## src/rtl/fwd_hazard_ctrl_if.sv

```systemverilog
// Bundles the ID-stage hazard inputs and the forwarding/stall outputs of
// fwd_hazard_ctrl; master = pipeline decode side, slave = hazard unit.
interface fwd_hazard_ctrl_if #(
    parameter int REG_ADDR_W = 5,
    parameter int CNT_W      = 16
);
    logic                  id_valid;
    logic [REG_ADDR_W-1:0] id_rs1;
    logic [REG_ADDR_W-1:0] id_rs2;
    logic                  id_uses_rs1;
    logic                  id_uses_rs2;
    logic [REG_ADDR_W-1:0] id_rd;
    logic                  id_reg_write;
    logic                  id_mem_read;
    logic                  flush;
    logic                  stall;
    logic [1:0]            fwd_a_sel;
    logic [1:0]            fwd_b_sel;
    logic [CNT_W-1:0]      stall_cnt;

    modport master (
        output id_valid, id_rs1, id_rs2, id_uses_rs1, id_uses_rs2,
        output id_rd, id_reg_write, id_mem_read, flush,
        input  stall, fwd_a_sel, fwd_b_sel, stall_cnt
    );

    modport slave (
        input  id_valid, id_rs1, id_rs2, id_uses_rs1, id_uses_rs2,
        input  id_rd, id_reg_write, id_mem_read, flush,
        output stall, fwd_a_sel, fwd_b_sel, stall_cnt
    );
endinterface

```

## src/rtl/fwd_hazard_ctrl.sv

```systemverilog
// EX-stage forwarding select generator with load-use stall detection.
// Optional macro FWD_LOAD_DATA_PATH_EN: MEM-stage load matches select code 11.
module fwd_hazard_ctrl #(
    parameter int REG_ADDR_W = 5,
    parameter int CNT_W      = 16
) (
    input  logic           clk,
    input  logic           rst,
    fwd_hazard_ctrl_if.slave bus
);

    typedef enum logic [1:0] {
        SEL_RF   = 2'b00,
        SEL_EX   = 2'b01,
        SEL_MEM  = 2'b10,
        SEL_LOAD = 2'b11
    } sel_e;

    typedef struct packed {
        logic                  valid;
        logic [REG_ADDR_W-1:0] rd;
        logic                  reg_write;
        logic                  mem_read;
    } stage_t;

    // WB needs no shadow: the register file is write-through, so a WB-stage
    // producer is already visible to the ID read and never forwarded.
    stage_t ex_q;
    stage_t mem_q;
    stage_t id_stage;

    sel_e             sel_a_q;
    sel_e             sel_b_q;
    sel_e             sel_a_d;
    sel_e             sel_b_d;
    logic [CNT_W-1:0] stall_cnt_q;
    logic             stall_c;
    logic             bubble_c;
    logic             advance_c;

    function automatic logic hits(
        input stage_t                s,
        input logic                  used,
        input logic [REG_ADDR_W-1:0] rs
    );
        return used && s.valid && s.reg_write && (s.rd != '0) && (s.rd == rs);
    endfunction

    function automatic sel_e pick(
        input stage_t                ex,
        input stage_t                mem,
        input logic                  used,
        input logic [REG_ADDR_W-1:0] rs
    );
        sel_e r;
        r = SEL_RF;
        if (hits(ex, used, rs)) begin
            r = SEL_EX;
        end else if (hits(mem, used, rs)) begin
`ifdef FWD_LOAD_DATA_PATH_EN
            r = mem.mem_read ? SEL_LOAD : SEL_MEM;
`else
            r = SEL_MEM;
`endif
        end
        return r;
    endfunction

    always_comb begin
        id_stage.valid     = 1'b1;
        id_stage.rd        = bus.id_rd;
        id_stage.reg_write = bus.id_reg_write;
        id_stage.mem_read  = bus.id_mem_read;

        // Gated by rst so stall drops the instant reset is raised, even
        // before the async clear has propagated through ex_q.
        stall_c = !rst && bus.id_valid && !bus.flush && ex_q.mem_read &&
                  (hits(ex_q, bus.id_uses_rs1, bus.id_rs1) ||
                   hits(ex_q, bus.id_uses_rs2, bus.id_rs2));

        bubble_c  = !bus.id_valid || stall_c || bus.flush;
        advance_c = !bubble_c;

        sel_a_d = SEL_RF;
        sel_b_d = SEL_RF;
        if (!bubble_c) begin
            sel_a_d = pick(ex_q, mem_q, bus.id_uses_rs1, bus.id_rs1);
            sel_b_d = pick(ex_q, mem_q, bus.id_uses_rs2, bus.id_rs2);
        end
    end

    always_ff @(posedge clk or posedge rst) begin
        if (rst) begin
            ex_q        <= '0;
            mem_q       <= '0;
            sel_a_q     <= SEL_RF;
            sel_b_q     <= SEL_RF;
            stall_cnt_q <= '0;
        end else begin
            mem_q   <= ex_q;
            ex_q    <= advance_c ? id_stage : '0;
            sel_a_q <= sel_a_d;
            sel_b_q <= sel_b_d;
            if (stall_c && (stall_cnt_q != '1)) begin
                stall_cnt_q <= stall_cnt_q + CNT_W'(1);
            end
        end
    end

    assign bus.stall     = stall_c;
    assign bus.fwd_a_sel = sel_a_q;
    assign bus.fwd_b_sel = sel_b_q;
    assign bus.stall_cnt = stall_cnt_q;

endmodule
```

## src/flat_wrapper.sv

```systemverilog
// flat-port wrapper written by rule: the top's interface ports become plain ports
module fwd_hazard_ctrl_flat 
#(
    parameter int REG_ADDR_W = 5,
    parameter int CNT_W      = 16
)
  (clk, rst, bus_id_valid, bus_id_rs1, bus_id_rs2, bus_id_uses_rs1, bus_id_uses_rs2, bus_id_rd, bus_id_reg_write, bus_id_mem_read, bus_flush, bus_stall, bus_fwd_a_sel, bus_fwd_b_sel, bus_stall_cnt);
  fwd_hazard_ctrl_if #(.REG_ADDR_W(REG_ADDR_W), .CNT_W(CNT_W)) bus_i ();
  input  logic clk;
  input  logic rst;
  input wire logic [$bits(bus_i.id_valid)-1:0] bus_id_valid;
  input wire logic [$bits(bus_i.id_rs1)-1:0] bus_id_rs1;
  input wire logic [$bits(bus_i.id_rs2)-1:0] bus_id_rs2;
  input wire logic [$bits(bus_i.id_uses_rs1)-1:0] bus_id_uses_rs1;
  input wire logic [$bits(bus_i.id_uses_rs2)-1:0] bus_id_uses_rs2;
  input wire logic [$bits(bus_i.id_rd)-1:0] bus_id_rd;
  input wire logic [$bits(bus_i.id_reg_write)-1:0] bus_id_reg_write;
  input wire logic [$bits(bus_i.id_mem_read)-1:0] bus_id_mem_read;
  input wire logic [$bits(bus_i.flush)-1:0] bus_flush;
  output wire logic [$bits(bus_i.stall)-1:0] bus_stall;
  output wire logic [$bits(bus_i.fwd_a_sel)-1:0] bus_fwd_a_sel;
  output wire logic [$bits(bus_i.fwd_b_sel)-1:0] bus_fwd_b_sel;
  output wire logic [$bits(bus_i.stall_cnt)-1:0] bus_stall_cnt;
  assign bus_i.id_valid = bus_id_valid;
  assign bus_i.id_rs1 = bus_id_rs1;
  assign bus_i.id_rs2 = bus_id_rs2;
  assign bus_i.id_uses_rs1 = bus_id_uses_rs1;
  assign bus_i.id_uses_rs2 = bus_id_uses_rs2;
  assign bus_i.id_rd = bus_id_rd;
  assign bus_i.id_reg_write = bus_id_reg_write;
  assign bus_i.id_mem_read = bus_id_mem_read;
  assign bus_i.flush = bus_flush;
  assign bus_stall = bus_i.stall;
  assign bus_fwd_a_sel = bus_i.fwd_a_sel;
  assign bus_fwd_b_sel = bus_i.fwd_b_sel;
  assign bus_stall_cnt = bus_i.stall_cnt;
  fwd_hazard_ctrl #(.REG_ADDR_W(REG_ADDR_W), .CNT_W(CNT_W)) u_core (.clk(clk), .rst(rst), .bus(bus_i));
endmodule
```

## config.mk

```make
export PLATFORM = sky130hd
export DESIGN_NAME = fwd_hazard_ctrl_flat
export DESIGN_NICKNAME = d
export VERILOG_FILES = /design/src/rtl/fwd_hazard_ctrl_if.sv /design/src/rtl/fwd_hazard_ctrl.sv /design/src/flat_wrapper.sv
export SDC_FILE = /design/constraint.sdc
export NUM_CORES = 1
export LEC_CHECK = 0
export CORE_ASPECT_RATIO = 1.2
export CORE_MARGIN = 3
export CORE_UTILIZATION = 43
export DETAILED_ROUTE_END_ITERATION = 8
export GPL_TIMING_DRIVEN = 0
export PLACE_DENSITY = 0.82
export SYNTH_ARGS = -nofsm -noshare
export SYNTH_HDL_FRONTEND = slang
export SYNTH_SLANG_ARGS = --single-unit
export TNS_END_PERCENT = 1
```

## constraint.sdc

```tcl
create_clock -name clk -period 2.4 [get_ports clk]
set_clock_uncertainty 0.1 [all_clocks]
set_input_delay 0.6 -clock clk [delete_from_list [all_inputs] [get_ports clk]]
set_output_delay 0.6 -clock clk [all_outputs]
set_load 0.01 [all_outputs]
```

==> flow_metrics.tcl <==
set metrics [dict create \
    yosysUniqueCellTypes 29 \
    cts_tree "built" \
    power_mw 1.27 \
    portBuffers 43 \
    die_h_um 73.4 \
    synth_cells 137 \
    crit_type "flop to output pin" \
    irDropWorstVdd_mv 0.432 \
    totalWireLength_mm 3.67 \
    yosysSeqAreaShare 0.538 \
    hp-start "u_core.ex_q[7]$_DFF_PP0_" \
    setup_viol_count_final 1 \
    clk_pin_slew_ns 0.07 \
    arrival_ns 1.78 \
    grtUsageTotal 0.176 \
    clockBufferDepth 2 \
    placed_cell_area_sq_mm 0.00212 \
    finalWeightedCongestion 0.850 \
    min_to "u_core.mem_q[7]$_DFF_PP0_" \
    rsz0062_at_grt "true" \
    num-fill-cells 276 \
    ant_nets 0 \
    fin_nets 218 \
    syn_area_sq_mm 0.00163 \
    insertion_delay_ns 0.29 \
    regToRegEndpoint "u_core.bus.stall_cnt[1]$_DFFE_PP0P_" \
    vias_per_cell 5.27 \
    grt_pass1_wl_mm 6.06 \
    violations "negative setup slack" \
    gr-total-overflow 0 \
    start_util 0.467 \
    n_antenna_cell 0 \
    power.density_mw_per_mm2 549 \
    reg2reg_depth 6 \
    p_clk_frac 0.433 \
    avgRoutedWirePerCell_um 15.0 \
    dr.pass1.iters 4 \
    ys_ff_latch 35 \
    hold_viol 0 \
    drv_slew 0 \
    die_w_um 62.2 \
    power_frac_seq 0.481 \
    cts_root_buffer "clkbuf_8" \
    place_inst 230 \
    p_sw_mw 0.277 \
    post-place-ws_ns -0.949 \
    cts_htree_levels 2 \
    combPwrFrac 0.086 \
    area_growth_pct 42.1 \
    grt_pass1_vias 1381 \
    drcViolationCount 0 \
    holdPathStages 0 \
    start_kind "flop" \
    finalSetupTns_ns -0.0837 \
    rr_startpoint "u_core.ex_q[6]$_DFF_PP0_" \
    p_int_mw 0.993 \
    ioPinCount 44 \
    num_rows 23 \
    whs_ns 0.276 \
    drive_gt1_frac 0.210 \
    final_common_cell "dfrtp_1" \
    ctsHoldBuffers 0 \
    final_cell_area_sq_mm 0.00231 \
    grt_max_degree 36 \
    p_sw_frac 0.218 \
    syn_avg_cell_area_sq_um 11.9 \
    fin_crit_ns 2.48 \
    worst_slack_ns -0.0837 \
    rrSetupSlack_ns 0.09 \
    period_share 1.03 \
    antenna_found_initial 0 \
    worst_slew_pin_slew_ns 0.730 \
    timing.slew.headroom 0.513 \
    drtIter0Drc 30 \
    fin_cells 245 \
    fmax_ghz 0.403 \
    numCtsBuffers 5 \
    via_count 1291 \
    mostFrequentLayoutCells "dfrtp_1 (31), clkdlybuf4s50_1 (29), xor2_1 (15), xnor2_1 (15), and2_1 (10)" \
    fp.coreArea_sq_mm 0.00348 \
    outcome "complete, but fails checks" \
    end_kind "output pin" \
    maxCapViolations 0 \
    die_area_sq_mm 0.00456 \
    p_leak_nw 1.01 \
    hold_class "flop to flop" \
    place_hpwl_mm 2.64 \
    synth_nets 161 \
    fin_util 0.664 \
    cp.required_ns 1.70 \
    critPathMaxFanout 4 \
    cts_num_sinks 35 \
    yosys_warnings 0 \
]
-- power groups by stage --
stage | clock [mW] | sequential (mW) | combinational (mW)
final | 0.549 | 0.611 | 0.109
after global placement | 0 | 0.620 | 0.0967
after CTS | 0.563 | 0.610 | 0.108
after global routing | 0.584 | 0.612 | 0.120
after detailed placement | 0 | 0.621 | 0.100
after floorplan | 0 | 0.618 | 0.0472
-- final cells by class --
type	instances	area, sq um	share of cell area
Buffer	1	3.75	0.00162
Clock buffer	6	82.6	0.0357
Clock inverter	2	35.0	0.0151
Inverter	2	7.51	0.00324
Multi-Input combinational cell	99	793	0.343
Sequential cell	35	881	0.381
Tap cell	50	62.6	0.0270
Timing Repair Buffer	50	448	0.194
-- critical path, cell delays in order (launching register included) --
cell     delay (ns)
dfrtp_2        0.45
xnor2_2        0.21
nand4_1        0.14
or3b_4         0.42
a21oi_4        0.16
buf_6          0.12
-- layer usage --
| metal | vias up | GRT usage | wire length, um | part of all wire |
|---|---|---|---|---|
| met4 | 0 | 0.0983 | 121 | 0.033 |
| met5 | - | 0 | 0 | 0 |
| met3 | 12 | 0.0520 | 249 | 0.068 |
| met1 | 627 | 0.178 | 1420 | 0.39 |
| met2 | 57 | 0.325 | 1880 | 0.51 |
| li1 | 595 | - | - | - |
-- what timing repair did --
| item | in CTS | in global routing |
|---|---|---|
| setup endpoints to repair | 15 | 5 |
| gates resized for setup | 46 | 3 |
| buffers inserted | 7 | 0 |
| pin swaps | 11 | 4 |
| hold endpoints to repair | 0 | 0 |
-- logic make-up after synthesis --
kind of cell | synth area share
simple gates | 0.204
xor+xnor | 0.188
flops | 0.538
compound gates | 0.0477
buf+inv | 0.00692
mux | 0.00692
fa+ha+maj | 0.00769
-- synthesized netlist by cell type --
library cell	number	area, sq um
clkbuf_1	1	3.75
nand3_2	1	10.0
inv_1	2	7.51
nand3_1	8	40.0
a21oi_2	2	17.5
or4_1	2	15.0
and4_1	3	26.3
mux2_2	1	11.3
nand4_1	8	50.1
nor4_1	3	18.8
nor2_1	3	11.3
a21oi_1	1	5.00
a211o_2	1	10.0
nand2_1	7	26.3
a211oi_1	2	15.0
a41o_1	1	10.0
xor2_1	15	131
and2_1	10	62.6
dfrtp_1	35	876
a211oi_4	1	20.0
nor4_2	1	12.5
nand2b_1	1	6.26
nor3b_1	1	7.51
ha_1	1	12.5
xnor2_1	20	175
nand4bb_1	1	11.3
and3_1	3	18.8
or3b_4	1	11.3
nor3_1	1	5.00
-- how the worst max path moves through the flow --
stage / start / endpoint / cells after the start / slack (ns)
final: u_core.ex_q[6]$_DFF_PP0_ / bus_stall / 5 / -0.08
after global placement: bus_id_rs2[4] / bus_stall / 6 / -0.94
after detailed placement: bus_id_rs2[4] / bus_stall / 6 / -0.95
after CTS: u_core.ex_q[5]$_DFF_PP0_ / bus_stall / 6 / -0.03
after floorplan: bus_id_rs1[2] / bus_stall / 4 / 0.18
after global routing: u_core.ex_q[6]$_DFF_PP0_ / bus_stall / 5 / -0.14
-- registers in the layout, indices dropped and copies added (netlist names) --
register / flops
u_core.bus.fwd_a_sel: 2
u_core.bus.fwd_b_sel: 2
u_core.bus.stall_cnt: 16
u_core.ex_q: 8
u_core.mem_q: 7
Note: power is estimated with default switching activity, not from simulation.
